===== config.mk =====
export PLATFORM = sky130hd
export DESIGN_NAME = move_rep_flat
export DESIGN_NICKNAME = d
export VERILOG_FILES = /design/src/rtl/move_rep_pkg.sv /design/src/rtl/move_rep_if.sv /design/src/rtl/move_rep_addr_step.sv /design/src/rtl/move_rep.sv /design/src/flat_wrapper.sv
export SDC_FILE = /design/constraint.sdc
export NUM_CORES = 1
export LEC_CHECK = 0
export BUFFER_PORTS_ARGS = -buffer_cell sky130_fd_sc_hd__buf_2
export CAP_MARGIN = 30
export CORE_AREA = 2 2 181 183
export CTS_CLUSTER_DIAMETER = 200
export DETAILED_ROUTE_END_ITERATION = 6
export DIE_AREA = 0 0 183 185
export PLACE_DENSITY = 0.77
export SLEW_MARGIN = 20
export SYNTH_ARGS = -nofsm -noshare
export SYNTH_HDL_FRONTEND = slang
export SYNTH_SLANG_ARGS = --single-unit

===== constraint.sdc =====
create_clock -name clk -period 11 [get_ports clk]
set_input_delay 1.1 -clock clk [delete_from_list [all_inputs] [get_ports clk]]
set_output_delay 1.1 -clock clk [all_outputs]
set_load 0.01 [all_outputs]

===== src/rtl/move_rep_pkg.sv =====
// ---------------------------------------------------------------------------
// move_pkg : command, size and state encodings for move_rep (rev 1.0)
// ---------------------------------------------------------------------------
`default_nettype none

package move_pkg;

  typedef enum logic [1:0] {
    MODE_MOVE  = 2'b00,
    MODE_SWAP  = 2'b01,
    MODE_STORE = 2'b10,
    MODE_ILL   = 2'b11
  } mode_e;

  typedef enum logic [1:0] {
    SZ_BYTE  = 2'b00,
    SZ_WORD  = 2'b01,
    SZ_DWORD = 2'b10,
    SZ_ILL   = 2'b11
  } size_e;

  typedef enum logic [2:0] {
    ST_IDLE    = 3'd0,
    ST_READ    = 3'd1,
    ST_WAIT_RD = 3'd2,
    ST_WRITE   = 3'd3,
    ST_STEP    = 3'd4,
    ST_DONE    = 3'd5
  } state_e;

  function automatic logic [2:0] size_bytes(input logic [1:0] sz);
    case (sz)
      SZ_BYTE:  return 3'd1;
      SZ_WORD:  return 3'd2;
      SZ_DWORD: return 3'd4;
      default:  return 3'd0;
    endcase
  endfunction

  function automatic logic [3:0] be_for_size(input logic [1:0] sz);
    case (sz)
      SZ_BYTE:  return 4'b0001;
      SZ_WORD:  return 4'b0011;
      SZ_DWORD: return 4'b1111;
      default:  return 4'b0000;
    endcase
  endfunction

endpackage

`default_nettype wire


===== src/rtl/move_rep_if.sv =====
// ---------------------------------------------------------------------------
// move_rep_if : command, memory-request and result bundle (rev 1.0)
// ---------------------------------------------------------------------------
`default_nettype none

interface move_rep_if #(
  parameter int ADDR_W = 32,
  parameter int DATA_W = 32,
  parameter int CNT_W  = 32
) ();

  logic                  start_valid;
  logic                  start_ready;
  logic [1:0]            mode;
  logic [1:0]            size;
  logic                  dir;
  logic                  rep;
  logic [CNT_W-1:0]      count;
  logic [ADDR_W-1:0]     src_addr;
  logic [ADDR_W-1:0]     dst_addr;
  logic [DATA_W-1:0]     opnd0_r;
  logic [DATA_W-1:0]     opnd1_r;

  logic                  rd_valid;
  logic                  rd_ready;
  logic [ADDR_W-1:0]     rd_addr;
  logic                  rd_resp_valid;
  logic [DATA_W-1:0]     rd_data;

  logic                  wr_valid;
  logic                  wr_ready;
  logic [ADDR_W-1:0]     wr_addr;
  logic [DATA_W-1:0]     wr_data;
  logic [DATA_W/8-1:0]   wr_be;

  logic                  done;
  logic                  err;
  logic [ADDR_W-1:0]     src_out;
  logic [ADDR_W-1:0]     dst_out;
  logic [CNT_W-1:0]      cnt_out;
  logic [DATA_W-1:0]     opnd0_w;
  logic [DATA_W-1:0]     opnd1_w;

  // engine side
  modport slave (
    input  start_valid, mode, size, dir, rep, count, src_addr, dst_addr, opnd0_r, opnd1_r,
    input  rd_ready, rd_resp_valid, rd_data, wr_ready,
    output start_ready, rd_valid, rd_addr, wr_valid, wr_addr, wr_data, wr_be,
    output done, err, src_out, dst_out, cnt_out, opnd0_w, opnd1_w
  );

  // command issuer / memory side
  modport master (
    output start_valid, mode, size, dir, rep, count, src_addr, dst_addr, opnd0_r, opnd1_r,
    output rd_ready, rd_resp_valid, rd_data, wr_ready,
    input  start_ready, rd_valid, rd_addr, wr_valid, wr_addr, wr_data, wr_be,
    input  done, err, src_out, dst_out, cnt_out, opnd0_w, opnd1_w
  );

endinterface

`default_nettype wire


===== src/rtl/move_rep_addr_step.sv =====
// ---------------------------------------------------------------------------
// addr_step : address +/- element size, wrapping modulo 2^ADDR_W (rev 1.0)
// ---------------------------------------------------------------------------
`default_nettype none

module addr_step
  import move_pkg::*;
#(
  parameter int ADDR_W = 32
) (
  input  logic [ADDR_W-1:0] addr,
  input  logic [1:0]        size,
  input  logic              dir,
  output logic [ADDR_W-1:0] addr_next
);

  logic [ADDR_W-1:0] delta;

  assign delta     = ADDR_W'(size_bytes(size));
  assign addr_next = dir ? (addr - delta) : (addr + delta);

endmodule

`default_nettype wire


===== src/rtl/move_rep.sv =====
// ---------------------------------------------------------------------------
// move_rep : multi-cycle MOVE / STORE / SWAP engine with REP count (rev 1.0)
// ---------------------------------------------------------------------------
`default_nettype none

module move_rep
  import move_pkg::*;
#(
  parameter int ADDR_W = 32,
  parameter int DATA_W = 32,
  parameter int CNT_W  = 32
) (
  input  logic      clk,
  input  logic      rst,
  move_rep_if.slave bus
);

  localparam int BE_W = DATA_W / 8;

  state_e              state_q, state_d;
  mode_e               mode_q,  mode_d;
  logic [1:0]          size_q,  size_d;
  logic                dir_q,   dir_d;
  logic                rep_q,   rep_d;
  logic                err_q,   err_d;
  logic [ADDR_W-1:0]   src_q,   src_d;
  logic [ADDR_W-1:0]   dst_q,   dst_d;
  logic [CNT_W-1:0]    cnt_q,   cnt_d;
  logic [DATA_W-1:0]   op0_q,   op0_d;
  logic [DATA_W-1:0]   op1_q,   op1_d;
  logic [DATA_W-1:0]   rdata_q, rdata_d;

  logic [ADDR_W-1:0]   src_next;
  logic [ADDR_W-1:0]   dst_next;
  logic                wr_valid_w;

  addr_step #(.ADDR_W(ADDR_W)) u_src_step (
    .addr      (src_q),
    .size      (size_q),
    .dir       (dir_q),
    .addr_next (src_next)
  );

  addr_step #(.ADDR_W(ADDR_W)) u_dst_step (
    .addr      (dst_q),
    .size      (size_q),
    .dir       (dir_q),
    .addr_next (dst_next)
  );

  always_comb begin
    state_d = state_q;
    mode_d  = mode_q;
    size_d  = size_q;
    dir_d   = dir_q;
    rep_d   = rep_q;
    err_d   = err_q;
    src_d   = src_q;
    dst_d   = dst_q;
    cnt_d   = cnt_q;
    op0_d   = op0_q;
    op1_d   = op1_q;
    rdata_d = rdata_q;

    unique case (state_q)
      ST_IDLE: begin
        if (bus.start_valid) begin
          mode_d = mode_e'(bus.mode);
          size_d = bus.size;
          dir_d  = bus.dir;
          rep_d  = bus.rep;
          err_d  = 1'b0;
          src_d  = bus.src_addr;
          dst_d  = bus.dst_addr;
          cnt_d  = bus.count;
          op0_d  = bus.opnd0_r;
          op1_d  = bus.opnd1_r;
          if (bus.mode == MODE_ILL || bus.size == SZ_ILL) begin
            err_d   = 1'b1;
            state_d = ST_DONE;
          end else if (bus.mode == MODE_SWAP) begin
            op0_d   = bus.opnd1_r;
            op1_d   = bus.opnd0_r;
            state_d = ST_DONE;
          end else if (bus.rep && bus.count == '0) begin
            state_d = ST_DONE;
          end else if (bus.mode == MODE_MOVE) begin
            state_d = ST_READ;
          end else begin
            state_d = ST_WRITE;
          end
        end
      end
      ST_READ: begin
        if (bus.rd_ready) state_d = ST_WAIT_RD;
      end
      ST_WAIT_RD: begin
        if (bus.rd_resp_valid) begin
          rdata_d = bus.rd_data;
          state_d = ST_WRITE;
        end
      end
      ST_WRITE: begin
        if (bus.wr_ready) state_d = ST_STEP;
      end
      ST_STEP: begin
        dst_d = dst_next;
        if (mode_q == MODE_MOVE) src_d = src_next;
        if (rep_q) cnt_d = cnt_q - CNT_W'(1);
        // cnt_q == 1 here means the decrement just reached zero
        if (!rep_q || cnt_q == CNT_W'(1)) begin
          state_d = ST_DONE;
        end else if (mode_q == MODE_MOVE) begin
          state_d = ST_READ;
        end else begin
          state_d = ST_WRITE;
        end
      end
      ST_DONE: begin
        state_d = ST_IDLE;
      end
      default: begin
        state_d = ST_IDLE;
      end
    endcase
  end

  always_ff @(posedge clk) begin
    if (rst) begin
      state_q <= ST_IDLE;
      mode_q  <= MODE_MOVE;
      size_q  <= '0;
      dir_q   <= 1'b0;
      rep_q   <= 1'b0;
      err_q   <= 1'b0;
      src_q   <= '0;
      dst_q   <= '0;
      cnt_q   <= '0;
      op0_q   <= '0;
      op1_q   <= '0;
      rdata_q <= '0;
    end else begin
      state_q <= state_d;
      mode_q  <= mode_d;
      size_q  <= size_d;
      dir_q   <= dir_d;
      rep_q   <= rep_d;
      err_q   <= err_d;
      src_q   <= src_d;
      dst_q   <= dst_d;
      cnt_q   <= cnt_d;
      op0_q   <= op0_d;
      op1_q   <= op1_d;
      rdata_q <= rdata_d;
    end
  end

  assign wr_valid_w      = (state_q == ST_WRITE);

  assign bus.start_ready = (state_q == ST_IDLE);
  assign bus.rd_valid    = (state_q == ST_READ);
  assign bus.rd_addr     = src_q;
  assign bus.wr_valid    = wr_valid_w;
  assign bus.wr_addr     = dst_q;
  // STORE fill value lives in op0_q, which SWAP is the only mode to overwrite
  assign bus.wr_data     = (mode_q == MODE_STORE) ? op0_q : rdata_q;
  assign bus.wr_be       = wr_valid_w ? BE_W'(be_for_size(size_q)) : '0;

  assign bus.done        = (state_q == ST_DONE);
  assign bus.err         = (state_q == ST_DONE) && err_q;
  assign bus.src_out     = src_q;
  assign bus.dst_out     = dst_q;
  assign bus.cnt_out     = cnt_q;
  assign bus.opnd0_w     = op0_q;
  assign bus.opnd1_w     = op1_q;

endmodule

`default_nettype wire


===== src/flat_wrapper.sv =====
// flat-port wrapper written by rule: the top's interface ports become plain ports
module move_rep_flat import move_pkg::*;
#(
  parameter int ADDR_W = 32,
  parameter int DATA_W = 32,
  parameter int CNT_W  = 32
)
  (clk, rst, bus_start_valid, bus_mode, bus_size, bus_dir, bus_rep, bus_count, bus_src_addr, bus_dst_addr, bus_opnd0_r, bus_opnd1_r, bus_rd_ready, bus_rd_resp_valid, bus_rd_data, bus_wr_ready, bus_start_ready, bus_rd_valid, bus_rd_addr, bus_wr_valid, bus_wr_addr, bus_wr_data, bus_wr_be, bus_done, bus_err, bus_src_out, bus_dst_out, bus_cnt_out, bus_opnd0_w, bus_opnd1_w);
  move_rep_if #(.ADDR_W(ADDR_W), .DATA_W(DATA_W), .CNT_W(CNT_W)) bus_i ();
  input  logic clk;
  input  logic rst;
  input wire logic [$bits(bus_i.start_valid)-1:0] bus_start_valid;
  input wire logic [$bits(bus_i.mode)-1:0] bus_mode;
  input wire logic [$bits(bus_i.size)-1:0] bus_size;
  input wire logic [$bits(bus_i.dir)-1:0] bus_dir;
  input wire logic [$bits(bus_i.rep)-1:0] bus_rep;
  input wire logic [$bits(bus_i.count)-1:0] bus_count;
  input wire logic [$bits(bus_i.src_addr)-1:0] bus_src_addr;
  input wire logic [$bits(bus_i.dst_addr)-1:0] bus_dst_addr;
  input wire logic [$bits(bus_i.opnd0_r)-1:0] bus_opnd0_r;
  input wire logic [$bits(bus_i.opnd1_r)-1:0] bus_opnd1_r;
  input wire logic [$bits(bus_i.rd_ready)-1:0] bus_rd_ready;
  input wire logic [$bits(bus_i.rd_resp_valid)-1:0] bus_rd_resp_valid;
  input wire logic [$bits(bus_i.rd_data)-1:0] bus_rd_data;
  input wire logic [$bits(bus_i.wr_ready)-1:0] bus_wr_ready;
  output wire logic [$bits(bus_i.start_ready)-1:0] bus_start_ready;
  output wire logic [$bits(bus_i.rd_valid)-1:0] bus_rd_valid;
  output wire logic [$bits(bus_i.rd_addr)-1:0] bus_rd_addr;
  output wire logic [$bits(bus_i.wr_valid)-1:0] bus_wr_valid;
  output wire logic [$bits(bus_i.wr_addr)-1:0] bus_wr_addr;
  output wire logic [$bits(bus_i.wr_data)-1:0] bus_wr_data;
  output wire logic [$bits(bus_i.wr_be)-1:0] bus_wr_be;
  output wire logic [$bits(bus_i.done)-1:0] bus_done;
  output wire logic [$bits(bus_i.err)-1:0] bus_err;
  output wire logic [$bits(bus_i.src_out)-1:0] bus_src_out;
  output wire logic [$bits(bus_i.dst_out)-1:0] bus_dst_out;
  output wire logic [$bits(bus_i.cnt_out)-1:0] bus_cnt_out;
  output wire logic [$bits(bus_i.opnd0_w)-1:0] bus_opnd0_w;
  output wire logic [$bits(bus_i.opnd1_w)-1:0] bus_opnd1_w;
  assign bus_i.start_valid = bus_start_valid;
  assign bus_i.mode = bus_mode;
  assign bus_i.size = bus_size;
  assign bus_i.dir = bus_dir;
  assign bus_i.rep = bus_rep;
  assign bus_i.count = bus_count;
  assign bus_i.src_addr = bus_src_addr;
  assign bus_i.dst_addr = bus_dst_addr;
  assign bus_i.opnd0_r = bus_opnd0_r;
  assign bus_i.opnd1_r = bus_opnd1_r;
  assign bus_i.rd_ready = bus_rd_ready;
  assign bus_i.rd_resp_valid = bus_rd_resp_valid;
  assign bus_i.rd_data = bus_rd_data;
  assign bus_i.wr_ready = bus_wr_ready;
  assign bus_start_ready = bus_i.start_ready;
  assign bus_rd_valid = bus_i.rd_valid;
  assign bus_rd_addr = bus_i.rd_addr;
  assign bus_wr_valid = bus_i.wr_valid;
  assign bus_wr_addr = bus_i.wr_addr;
  assign bus_wr_data = bus_i.wr_data;
  assign bus_wr_be = bus_i.wr_be;
  assign bus_done = bus_i.done;
  assign bus_err = bus_i.err;
  assign bus_src_out = bus_i.src_out;
  assign bus_dst_out = bus_i.dst_out;
  assign bus_cnt_out = bus_i.cnt_out;
  assign bus_opnd0_w = bus_i.opnd0_w;
  assign bus_opnd1_w = bus_i.opnd1_w;
  move_rep #(.ADDR_W(ADDR_W), .DATA_W(DATA_W), .CNT_W(CNT_W)) u_core (.clk(clk), .rst(rst), .bus(bus_i));
endmodule

======== Word-level counts from Yosys, hierarchy flattened ========
Index checks and enable logic that the tools add are counted.
storage, ports and cells
  input bits .............................. 204
  register bits ........................... 202
  logic and storage cells ................. 82
operators by class
  reduce and logical (&&, ||, !) cells .... 17
  muxes and demuxes ....................... 30
  add/subtract/negate cells ............... 5
  equal/unequal tests ..................... 18
operators by type and width
  kind                   number
  $mux 32                12
  $pmux 32 s2            3
  $add 32x3->32          2
  $sub 32x3->32          2
  $eq 32x1->1 const B    1
  $logic_not 32->1       1
  $sub 32x1->32 const B  1
  $mux 3                 8
  $pmux 3 s5             1
  $pmux 4 s3             1
  $pmux 3 s3             1
  $eq 2x2->1 const B     4
  $ne 2x2->1 const B     4
  $eq 3x2->1 const B     2
  $eq 3x3->1 const B     2
  $logic_not 2->1        3
  $reduce_and 2->1       3
  $reduce_and 3->1       2
  $eq 2x1->1 const B     2
  $mux 2                 2
  $mux 4                 1
  $ne 2x1->1 const B     2
  $reduce_and 4->1       1
  $eq 3x1->1 const B     1
  6 further kinds        8

======== Logic depth before layout (Yosys ltp) ========
  depth after elaboration ................. 7
  depth in mapped cells ................... 15

======== Cells and area by module ========
A second synthesis with hierarchy kept.
second synthesis, totals
  cells, all modules ...................... 1758
  area, all modules ....................... 13745.7 µm²
modules (own cells, without submodules)
  module                          cells each  instances  area an instance (µm²)
  move_rep                        1226        1          10069.7
  addr_step at u_core.u_src_step  271         1          1880.6
  addr_step at u_core.u_dst_step  261         1          1795.5

======== Least setup slack after synthesis ========
Ideal clock, no wire load.
  path type ............................... register -> register
  start ................................... register u_core.size_q[0]
  end ..................................... register u_core.src_q[28] (netlist: u_core.bus.rd_addr[28])
  library setup time ...................... 0.086 ns
  path buffers ............................ 0
  setup slack ............................. 6.840 ns
  cell stages (with the launch flop) ...... 15
  data required time ...................... 10.914 ns
  clock period less this slack ............ 4.160 ns
  data arrival time ....................... 4.074 ns
  cells stage by stage .................... dfxtp_1 ha_1 nor2_1 inv_1 ha_1 a2111oi_0 o211ai_1 nand4_1 a211oi_2 a2111oi_0 o31ai_1 o21ai_0 a31oi_1 xnor2_1 a211oi_1
between the ends
  cells in the longest elaborated chain, start to end .. 6
  elaborated cells on any way between the ends .. 9
  those cells by class .................... add/sub: 2; eq/ne: 2; mux: 4; reduce/logical: 1
ends and longest elaborated chain
  item                                                   RTL line                  source
  start, declared                                        move_rep.sv:22            logic [1:0] size_q, size_d;
  start signal, assigned                                 move_rep.sv:145           size_q <= size_d;
  $eq 2x2->1 (tied with other cells)                     move_rep_pkg.sv:32        case (sz)
  $pmux 3 s3 (*)                                         move_rep_pkg.sv:32
  $add 32x3->32 / $sub 32x3->32 (equally long branches)  move_rep_addr_step.sv:20  assign addr_next = dir ? (addr - delta) : (addr + delta);
  $mux 32 (*)                                            move_rep_addr_step.sv:20
  $mux 32 (*)                                            move_rep.sv:108           if (mode_q == MODE_MOVE) src_d = src_next;
  $pmux 32 s2 (*)                                        move_rep.sv:65            unique case (state_q)
  end signal, assigned                                   move_rep.sv:149           src_q <= src_d;
  end, declared                                          move_rep.sv:26            logic [ADDR_W-1:0] src_q, src_d;
Mark *: on every way between the ends. The rest lies on a longest branch, timed or not. The select of a mux whose other input is x is not followed.
A chain may end at the register's enable or synchronous reset.

======== Final worst setup path ========
  start ................................... register u_core.size_q[0]
  end ..................................... register u_core.dst_q[26] (netlist: u_core.bus.dst_out[26])
between the ends
  cells in the longest elaborated chain, start to end .. 5
  elaborated cells on any way between the ends .. 8
  those cells by class .................... add/sub: 2; eq/ne: 2; mux: 3; reduce/logical: 1
ends and longest elaborated chain
  item                                                   RTL line                  source
  $eq 2x2->1 (tied with other cells)                     move_rep_pkg.sv:32
  $pmux 3 s3 (*)                                         move_rep_pkg.sv:32
  $add 32x3->32 / $sub 32x3->32 (equally long branches)  move_rep_addr_step.sv:20
  $mux 32 (*)                                            move_rep_addr_step.sv:20
  $pmux 32 s2 (*)                                        move_rep.sv:65
  end signal, assigned                                   move_rep.sv:150           dst_q <= dst_d;
  end, declared                                          move_rep.sv:27            logic [ADDR_W-1:0] dst_q, dst_d;
Mark *: on every way between the ends. The rest lies on a longest branch, timed or not.

==> out/qor.yml <==
setup_path:
  crit_arrival_ps: 5080
  r2r_setup_slack_ps: 6370
  crit_type: "reg -> reg"
  cp_max_fo: 29
  required_ps: 11450
  end_kind: "flop"
  start_kind: "flop"
placed_design:
  post-dp-hpwl_um: 33600
  gp_congestion: 0.950
  portBuffers: 468
  place_area_um2: 15500
  dp_cells: 2447
clocking:
  clk_latency_ps: 540
  cts-buffers-inserted: 25
  cts_tree: "done"
  ctsHoldBuffers: 0
  cts_resized: 0
  root_buffer: "clkbuf_16"
  clock-sinks: 202
  clock_path_buffers: 3
  post_cts_buffers: 0
  clk_pin_slew_ps: 60
  htreeDepth: 1
floorplan:
  row_count: 66
  initial_core_util: 0.419
  coreArea_um2: 32000
  die_w_um: 183
  ios: 469
  die_area_um2: 33900
  fp.dieH_um: 185
synth:
  yosysTopAreaCell: "dfxtp_1"
  synth-edff-count: 0
  synth-compound-area-share: 0.252
  synth_seq_area_share: 0.301
  synth_top_area_frac: 0.301
  synthMuxAreaShare: 0.0761
  ys_ff_latch: 202
  synthFlopType: "dfxtp_1"
  synth_area_um2: 13400
  synth_area_leaders: "dfxtp_1 (30%), ha_1 (6.4%), nand2_1 (6.4%), a21oi_1 (6.0%), nor2_1 (5.9%)"
  syn_inst: 1739
  synth_fp_nets: 2012
  synth_warnings: 0
  synth-async-reset-ratio: 0
  synth-adder-area-share: 0.0643
  yosysUniqueCellTypes: 68
  synthSimpleGateAreaFrac: 0.189
  synth_xor_area_frac: 0.0403
  synth_top_family_by_area: "compound AO/OA/AOI/OAI gates"
  syn_avg_cell_area_um2: 7.73
power_and_ir_drop:
  power_density_nw_per_um2: 294
  cell_internal_pwr_mw: 2.60
  pwr-share-seq: 0.267
  leakage_nw: 8.15
  ir_drop_uv: 178
  p_sw_mw: 2.25
  clockPowerShare: 0.199
  switching_share: 0.464
  combPwrFrac: 0.534
detailed_routing:
  wire_per_inst_um: 18.3
  vias_per_cell: 5.69
  drc: 0
  drt_wl_total_um: 45700
  firstDrtPassIters: 6
  antenna_left: 0
  dr.first_iter.drc_count: 799
  vias: 14200
timing:
  max_freq_ghz: 0.216
  timing.setup.tns_ps: 0
  fin_skew_ps: 12.8
  finalSetupViolations: 0
  fin_crit_sh: 0.421
  hold_viol_final: 0
  rsz0062_at_grt: "no"
  tightest_slew_ps: 928
  finalMaxSlewViolations: 0
  period_minus_slack_ps: 4630
  slew_headroom: 0.381
finish:
  syn_to_final_growth_pct: 22.9
  finalNetCount: 2341
  final_layout_size_suffix_gt1_frac: 0.280
  final_cell_area_um2: 16500
  finalNonFillerCells: 2496
global_routing:
  grt_pass1_vias: 13200
  grt_max_degree: 115
  grt-ovfl-total: 0
  grt_usage: 0.255
  antenna_found_initial: 1
  grt_pass1_wl_um: 70000
status:
  outcome: "finished, final reports clean"
min_path:
  hp-class: "reg -> reg"
run:
  max_cap_violations: 0
==> final timing paths <==
kind         depth (start not counted)                       startpoint                                  end
max reg2reg                         15    u_core.size_q[0]$_SDFFE_PP0P_  u_core.bus.dst_out[26]$_SDFFE_PP0P_
max                                 15    u_core.size_q[0]$_SDFFE_PP0P_  u_core.bus.dst_out[26]$_SDFFE_PP0P_
min                                  2  u_core.rdata_q[21]$_SDFFE_PP0P_      u_core.rdata_q[21]$_SDFFE_PP0P_
min reg2reg                          2  u_core.rdata_q[21]$_SDFFE_PP0P_      u_core.rdata_q[21]$_SDFFE_PP0P_
==> Yosys cell counts (all sizes together) (7+ instances only) <==
master,n
ha,69
a21oi,162
xor2,21
a2111oi,7
o21ai,73
a21o,40
nor4,11
mux2i,65
a31oi,10
o22ai,12
inv,32
nor3,25
nor2b,11
a311oi,31
o21a,9
nand2,228
nor2,212
a41oi,8
o21bai,9
dfxtp,202
and3,9
nand2b,12
a221oi,9
o211ai,9
nand4,12
buf,89
xnor2,40
or3,11
mux2,33
clkbuf,92
a22oi,10
and2,10
nand3,22
a211oi,95
==> through the flow <==
step	util	power [mW]	setup slack, ps	hold WS, ps
final	0.515	4.86	6370	452
after global routing	0.515	5.21	6060	476
after CTS	0.514	4.86	6400	455
after detailed placement	0.484	3.87	6420	446
after global placement	0.483	3.80	6590	438
after floorplan	-	3.11	6840	433
==> layer usage <==
layer | vias up | routed length, um | global-route usage
li1 | 6876 | - | -
met1 | 6622 | 18800 | 0.311
met4 | 0 | 1960 | 0.109
met5 | - | 0 | 0
met2 | 605 | 21800 | 0.441
met3 | 107 | 3160 | 0.0460
==> sequential cells by signal, indices dropped and copies added, names as in the netlist <==
name / flops
u_core.bus.dst_out: 32
u_core.rdata_q: 32
u_core.size_q: 2
u_core.state_q: 3
u_core.bus.opnd0_w: 32
u_core.err_q: 1
u_core.bus.cnt_out: 32
u_core.rep_q: 1
u_core.dir_q: 1
u_core.bus.opnd1_w: 32
u_core.mode_q: 2
u_core.bus.rd_addr: 32
==> worst max-delay path, stage by stage, from the launching register on <==
cell	delay [ps]
dfxtp_1	370
ha_1	230
nor2_1	440
inv_2	400
buf_4	370
ha_1	390
o21a_1	150
o21ai_0	170
or3_1	360
o21ai_1	360
a31oi_1	150
o21ai_0	440
a21boi_0	200
xnor2_1	170
nor2_1	60
a311oi_1	260
==> cells by family (layout without fill, tap and decap cells) <==
| logic type | after synthesis | after routing |
|---|---|---|
| AO/OA/AOI/OAI | 514 | 514 |
| XOR/XNOR | 61 | 61 |
| adder cells (fa/ha/maj) | 69 | 69 |
| buffers and inverters | 213 | 561 |
| flip-flops | 202 | 202 |
| multiplexers | 98 | 98 |
| other | 0 | 1 |
| AND/OR/NAND/NOR | 582 | 582 |
==> power by group through the flow <==
stage	logic, mW	registers (mW)	clock network, mW
4_1_cts	2.58	1.29	0.986
3_3_place_gp	2.51	1.29	0
6_report	2.59	1.29	0.967
3_5_place_dp	2.57	1.30	0
5_1_grt	2.87	1.33	1.01
2_1_floorplan	1.79	1.32	0
==> cell type report <==
cell class | instances | area, um2
Fill cell | 3052 | 15500
Multi-Input combinational cell | 1324 | 8370
Sequential cell | 202 | 4040
Timing Repair Buffer | 483 | 2500
Clock buffer | 34 | 709
Tap cell | 408 | 510
Clock inverter | 12 | 260
Inverter | 32 | 120
Antenna cell | 1 | 2.50
==> cell usage in the layout, fill, tap and decap left out, types with 8 or more instances in the layout <==
cell	synthesis	final
and2_1	10	8
nand2b_1	12	11
a221oi_1	9	9
a22oi_1	10	10
buf_2	0	467
o21a_1	9	9
a41oi_1	8	8
nor2_1	212	212
nor2b_1	10	10
nand2_1	228	227
dfxtp_1	202	202
o211ai_1	9	9
buf_4	65	11
a21o_1	39	39
a21oi_1	161	160
ha_1	69	69
o21ai_0	70	70
xor2_1	21	21
mux2i_1	65	65
nand4_1	12	12
nor3_1	25	25
mux2_2	33	33
a311oi_1	31	31
o22ai_1	12	12
and3_1	9	9
nand3_1	22	22
xnor2_1	39	39
a211oi_1	93	93
nor4_1	10	10
o21bai_1	9	9
clkbuf_16	0	25
a31oi_1	10	10
inv_1	32	31
or3_1	10	10
(Power assumes the default switching activity.)
